File: config.mk
export PLATFORM = sky130hd
export DESIGN_NAME = register_bank_flat
export DESIGN_NICKNAME = d
export VERILOG_FILES = /design/src/rtl/register_bank_if.sv /design/src/rtl/register_bank.sv /design/src/flat_wrapper.sv
export SDC_FILE = /design/constraint.sdc
export NUM_CORES = 1
export LEC_CHECK = 0
export CAP_MARGIN = 20
export CORE_UTILIZATION = 40
export DETAILED_ROUTE_END_ITERATION = 8
export PLACE_DENSITY_LB_ADDON = 0.05
export SKIP_LAST_GASP = 1
export SLEW_MARGIN = 20
export SYNTH_ARGS = -nofsm -noshare
export SYNTH_HDL_FRONTEND = slang
export SYNTH_SLANG_ARGS = --single-unit
File: constraint.sdc
create_clock -name clock -period 8.56 [get_ports clock]
set_input_delay 0.856 -clock clock [delete_from_list [all_inputs] [get_ports clock]]
set_output_delay 0.856 -clock clock [all_outputs]
set_load 0.1 [all_outputs]
File: src/rtl/register_bank_if.sv
// register_bank_if: bus bundle for register_bank.
//   enable  - per-register operation enable (bit i -> register i)
//   funsel  - operation code applied to every enabled register
//   load    - parallel load data
//   sel_a/b - read-port register indices
//   Q_a/Q_b - read-port data (combinational from stored contents)
//   carry   - registered wrap / shift-out flag
//   zero    - high when Q_a is zero
// The bus has no handshake. Inputs are sampled on every rising clock edge,
// and the outputs follow the stored state.
interface register_bank_if #(
    parameter int N     = 8,
    parameter int DEPTH = 4
);
    localparam int ADDR_W = $clog2(DEPTH);

    logic [DEPTH-1:0]  enable;
    logic [2:0]        funsel;
    logic [N-1:0]      load;
    logic [ADDR_W-1:0] sel_a;
    logic [ADDR_W-1:0] sel_b;
    logic [N-1:0]      Q_a;
    logic [N-1:0]      Q_b;
    logic              carry;
    logic              zero;

    modport master (
        output enable, funsel, load, sel_a, sel_b,
        input  Q_a, Q_b, carry, zero
    );

    modport slave (
        input  enable, funsel, load, sel_a, sel_b,
        output Q_a, Q_b, carry, zero
    );
endinterface

File: src/rtl/register_bank.sv
// register_bank: DEPTH independent N-bit registers sharing one operation code.
// Each enabled register applies funsel to its own pre-edge value. Two
// combinational read ports and a zero flag on port A are provided. The carry
// flag collects wrap/shift-out bits and updates only on arithmetic and shift
// operations.
// Ports:
//   clock - rising-edge clock
//   reset - synchronous active-high reset (clears registers and carry)
//   bus   - register_bank_if slave modport (see interface header)
module register_bank #(
    parameter int N     = 8,
    parameter int DEPTH = 4
) (
    input  logic            clock,
    input  logic            reset,
    register_bank_if.slave  bus
);
    localparam int ADDR_W = $clog2(DEPTH);
    localparam logic [ADDR_W:0] DEPTH_LIM = (ADDR_W+1)'(DEPTH);
    localparam logic [N-1:0]    ONE       = N'(1);

    localparam logic [2:0] FS_CLR  = 3'b000;
    localparam logic [2:0] FS_LOAD = 3'b001;
    localparam logic [2:0] FS_DEC  = 3'b010;
    localparam logic [2:0] FS_INC  = 3'b011;
    localparam logic [2:0] FS_SHL  = 3'b100;
    localparam logic [2:0] FS_ASR  = 3'b101;
    localparam logic [2:0] FS_ROL  = 3'b110;

    logic [N-1:0] regs      [DEPTH];
    logic [N-1:0] regs_next [DEPTH];
    logic         carry_q;
    logic         carry_next;
    logic         carry_upd;

    // Next-state per register; carry_next ORs the shift-out/wrap bits of all
    // enabled registers.
    always_comb begin
        carry_next = 1'b0;
        for (int i = 0; i < DEPTH; i++) begin
            regs_next[i] = regs[i];
            if (bus.enable[i]) begin
                case (bus.funsel)
                    FS_CLR:  regs_next[i] = '0;
                    FS_LOAD: regs_next[i] = bus.load;
                    FS_DEC: begin
                        regs_next[i] = regs[i] - ONE;
                        carry_next   = carry_next | ~(|regs[i]);
                    end
                    FS_INC: begin
                        regs_next[i] = regs[i] + ONE;
                        carry_next   = carry_next | (&regs[i]);
                    end
                    FS_SHL: begin
                        regs_next[i] = {regs[i][N-2:0], 1'b0};
                        carry_next   = carry_next | regs[i][N-1];
                    end
                    FS_ASR: begin
                        regs_next[i] = {regs[i][N-1], regs[i][N-1:1]};
                        carry_next   = carry_next | regs[i][0];
                    end
                    FS_ROL:  regs_next[i] = {regs[i][N-2:0], regs[i][N-1]};
                    default: regs_next[i] = regs[i];
                endcase
            end
        end
    end

    // Carry only reflects operations that can produce a wrap or shift-out.
    assign carry_upd = (|bus.enable) &&
                       ((bus.funsel == FS_DEC) || (bus.funsel == FS_INC) ||
                        (bus.funsel == FS_SHL) || (bus.funsel == FS_ASR));

    always_ff @(posedge clock) begin
        if (reset) begin
            for (int i = 0; i < DEPTH; i++) begin
                regs[i] <= '0;
            end
            carry_q <= 1'b0;
        end else begin
            for (int i = 0; i < DEPTH; i++) begin
                regs[i] <= regs_next[i];
            end
            if (carry_upd) begin
                carry_q <= carry_next;
            end
        end
    end

    // Reads come from stored contents, so they show post-edge values. An index
    // at or above DEPTH reads as zero.
    always_comb begin
        bus.Q_a = '0;
        if ({1'b0, bus.sel_a} < DEPTH_LIM) begin
            bus.Q_a = regs[bus.sel_a];
        end
    end

    always_comb begin
        bus.Q_b = '0;
        if ({1'b0, bus.sel_b} < DEPTH_LIM) begin
            bus.Q_b = regs[bus.sel_b];
        end
    end

    assign bus.zero  = ~(|bus.Q_a);
    assign bus.carry = carry_q;
endmodule

File: src/flat_wrapper.sv
// flat-port wrapper written by rule: the top's interface ports become plain ports
module register_bank_flat 
#(
    parameter int N     = 8,
    parameter int DEPTH = 4
)
  (clock, reset, bus_enable, bus_funsel, bus_load, bus_sel_a, bus_sel_b, bus_Q_a, bus_Q_b, bus_carry, bus_zero);
  register_bank_if #(.N(N), .DEPTH(DEPTH)) bus_i ();
  input  logic clock;
  input  logic reset;
  input wire logic [$bits(bus_i.enable)-1:0] bus_enable;
  input wire logic [$bits(bus_i.funsel)-1:0] bus_funsel;
  input wire logic [$bits(bus_i.load)-1:0] bus_load;
  input wire logic [$bits(bus_i.sel_a)-1:0] bus_sel_a;
  input wire logic [$bits(bus_i.sel_b)-1:0] bus_sel_b;
  output wire logic [$bits(bus_i.Q_a)-1:0] bus_Q_a;
  output wire logic [$bits(bus_i.Q_b)-1:0] bus_Q_b;
  output wire logic [$bits(bus_i.carry)-1:0] bus_carry;
  output wire logic [$bits(bus_i.zero)-1:0] bus_zero;
  assign bus_i.enable = bus_enable;
  assign bus_i.funsel = bus_funsel;
  assign bus_i.load = bus_load;
  assign bus_i.sel_a = bus_sel_a;
  assign bus_i.sel_b = bus_sel_b;
  assign bus_Q_a = bus_i.Q_a;
  assign bus_Q_b = bus_i.Q_b;
  assign bus_carry = bus_i.carry;
  assign bus_zero = bus_i.zero;
  register_bank #(.N(N), .DEPTH(DEPTH)) u_core (.clock(clock), .reset(reset), .bus(bus_i));
endmodule
==> metrics.csv <==
stage,metric,value,unit
placed_design,Post-DP Area,4210,um2
clock_network,hold_buf cts,0,
min_path,Worst Hold Endpoint,u_core.regs[0][1],
setup_path,FF-to-FF Start,u_core.regs[1][0],
placed_design,GPL Wtd Cong,0.879,
timing,Worst Skew,9.85,ps
timing,"Period Utilization, post-route",56.0,%
logic_synthesis,"Async S/R FF share, synth",0,%
logic_synthesis,#FFs+latches synth,33,
logic_synthesis,ys flop type,dfxtp_1,
clock_network,CTS root buffer,clkbuf_8,
global_routing,first-pass GRT wire length,21500,um
layout,P&R area growth vs syn,13.1,%
min_path,HP Class,reg -> reg,
route,Antenna Nets Post-Route,0,
timing,RSZ-0062 raised after global routing,no,
setup_path,WP data arrival,3940,ps
logic_synthesis,register area share after synthesis,17.4,%
clock_network,Post-CTS Resized,0,
route,Post-route DRC,0,
global_routing,largest net degree at the start of global routing,53,
clock_network,Post-CTS Setup Inserts,0,
timing,max-slew violation count,0,
timing,Final TNS setup,0,ps
pwr,Pwr Total,0.633,mW
timing,measured slew at the worst slew-check pin,982,ps
timing,Fin. Hold Viols,0,
die,Initial Utilization,41.2,%
clock_network,CTS tree,built,
global_routing,vias in the first global route,3800,
global_routing,antenna violations before repair,0,
die,die width,99.4,um
clock_network,maximum clock path buffer count,2,
logic_synthesis,Synth warnings,0,
layout,Nets,557,
clock_network,H-tree Lvls,2,
setup_path,flop2flop setup slack,6170,ps
route,vias,4060,
setup_path,"Req. time, crit path",7700,ps
die,die height,99.4,um
pwr,pwr dens,148,nW/um2
logic_synthesis,Post-synth EDFFs,0,
timing,Slew headroom,34.3,%
setup_path,R2R depth,8,
logic_synthesis,Synthesized Nets,542,
logic_synthesis,Netlist cell types,55,
die,Top-Level Pins,39,
clock_network,clk_lat worst skew,290,ps
logic_synthesis,Mapped Area,3790,um2
logic_synthesis,post-synthesis cell count,493,
timing,Tmin final,4800,ps
min_path,hold path start,u_core.regs[0][1],
setup_path,CP startpoint kind,input pin,
min_path,Hold Crit Depth,2,
route,drt wl/cell,21.6,um
placed_design,Port Buffers,38,
pwr,Peak VDD IR,0.0547,mV
global_routing,grt ovf,0,
die,Core ar.,9200,um2
clock_network,"Reg clk slew, reported paths",70,ps
die,row count,35,
route,vias per cell,6.55,
layout,final instance area,4290,um2
pwr,Lkg Pwr,1.50,nW
placed_design,Final HPWL DP,9420,um
setup_path,FF-to-FF End,u_core.regs[1][6],
layout,layout cells sized above 1,6.48,%
run,Max Cap Viol,0,
layout,antenna cells,0,
clock_network,CTS buffer count,5,
setup_path,WS Path Type,in -> out,
route,DR pass1 iterations,5,
status,status,completed,
clock_network,clk sink count,33,
setup_path,Setup crit end kind,output port,
timing,FMAX,208,MHz
route,DRT iter0 DRCs,384,
layout,Util after Layout,46.6,%
logic_synthesis,synthesized area per cell,7.69,um2
die,DIE AREA,9870,um2
setup_path,worst-path maximum fanout,8,
route,drt total wl,13400,um
global_routing,gr usage total,28.5,%
timing,final setup fails,0,
-- where the power goes --
part | switching [mW] | total (mW) | internal (mW)
logic | 0.192 | 0.312 | 0.120
registers | 0.0339 | 0.199 | 0.165
clock network | 0.0641 | 0.122 | 0.0580
-- registers in the layout, indices dropped and copies added, names as in the netlist --
register / flops
u_core.regs: 32
u_core.bus.carry: 1
-- how the worst max path moves through the flow --
stage | from | endpoint | slack (ps) | cells past startpoint
finish | bus_sel_a[0] | bus_zero | 3760 | 5
global route | bus_sel_a[0] | bus_zero | 3560 | 5
CTS | bus_sel_a[0] | bus_zero | 3740 | 5
detailed placement | bus_sel_a[0] | bus_zero | 3740 | 5
global placement | bus_sel_a[0] | bus_zero | 3770 | 5
floorplan | bus_sel_a[0] | bus_zero | 3780 | 4
-- metal layers --
layer | vias to the layer above | GRT usage (%) | part of all wire [%]
met5 | - | 0 | 0
met4 | 0 | 9.62 | 2.6
met3 | 29 | 4.50 | 11
met2 | 235 | 44.4 | 44
met1 | 1893 | 40.0 | 43
li1 | 1903 | - | -
-- through the flow --
stage          std cells  hold WS [ps]  setup WS [ps]
2_1_floorplan        493           510           3780
3_3_place_gp         612           565           3770
3_5_place_dp         612           561           3740
4_1_cts              620           577           3740
5_1_grt              620           606           3560
6_report             620           591           3760
-- cell usage after synthesis (9+ instances only) --
cell type	n	area (um2)
nand2_1	38	143
a221oi_1	14	123
inv_1	10	37.5
nor2_1	48	180
o21ai_1	25	125
buf_2	9	45.0
a211oi_1	10	75.1
a21oi_1	56	280
nor2b_1	13	81.3
xnor2_1	16	140
mux4_2	14	315
clkbuf_1	24	90.1
dfxtp_1	33	661
ha_1	24	300
nor3_1	24	120
-- placed cells by master, fill, tap and decap left out, drive strengths merged, types with 2 or more instances in the layout --
cell type,count
dfxtp,33
o21ai,33
o21a,7
nand2b,8
mux4,16
o211ai,8
xor2,3
o221ai,5
inv,11
a211o,7
or4,7
o21bai,2
nor2,49
ha,24
a31oi,4
clkdlybuf4s50,38
a221oi,14
nand2,39
nor4,6
nand3b,3
mux2i,4
o31ai,4
nand4,7
a311oi,2
nand3,7
a21o,5
nor2b,13
nor3,24
clkbuf,8
xnor2,16
or3,2
fa,4
a211oi,10
a21oi,56
and2,4
nor3b,5
a2111oi,4
buf,7
-- logic make-up after synthesis --
family	after synthesis	synth area share, %
AO/OA/AOI/OAI	168	28.8
XOR/XNOR	19	4.39
adder cells (fa/ha/maj)	28	10.0
buffers and inverters	49	5.35
flip-flops	33	17.4
multiplexers	21	11.1
AND/OR/NAND/NOR	175	22.9
-- critical path, stage by stage --
cell	delay [ps]
clkdlybuf4s50_1	740
mux4_2	570
or4_1	530
nor2_1	110
clkdlybuf4s50_1	1130
-- final cells by class --
cell class / instances / area, um2
Clock buffer: 8 / 80.1
Inverter: 12 / 45.0
Tap cell: 111 / 139
Timing Repair Buffer: 45 / 433
Fill cell: 943 / 4910
Sequential cell: 33 / 661
Multi-Input combinational cell: 411 / 2930
No activity file was read; power rests on OpenSTA's default activity.
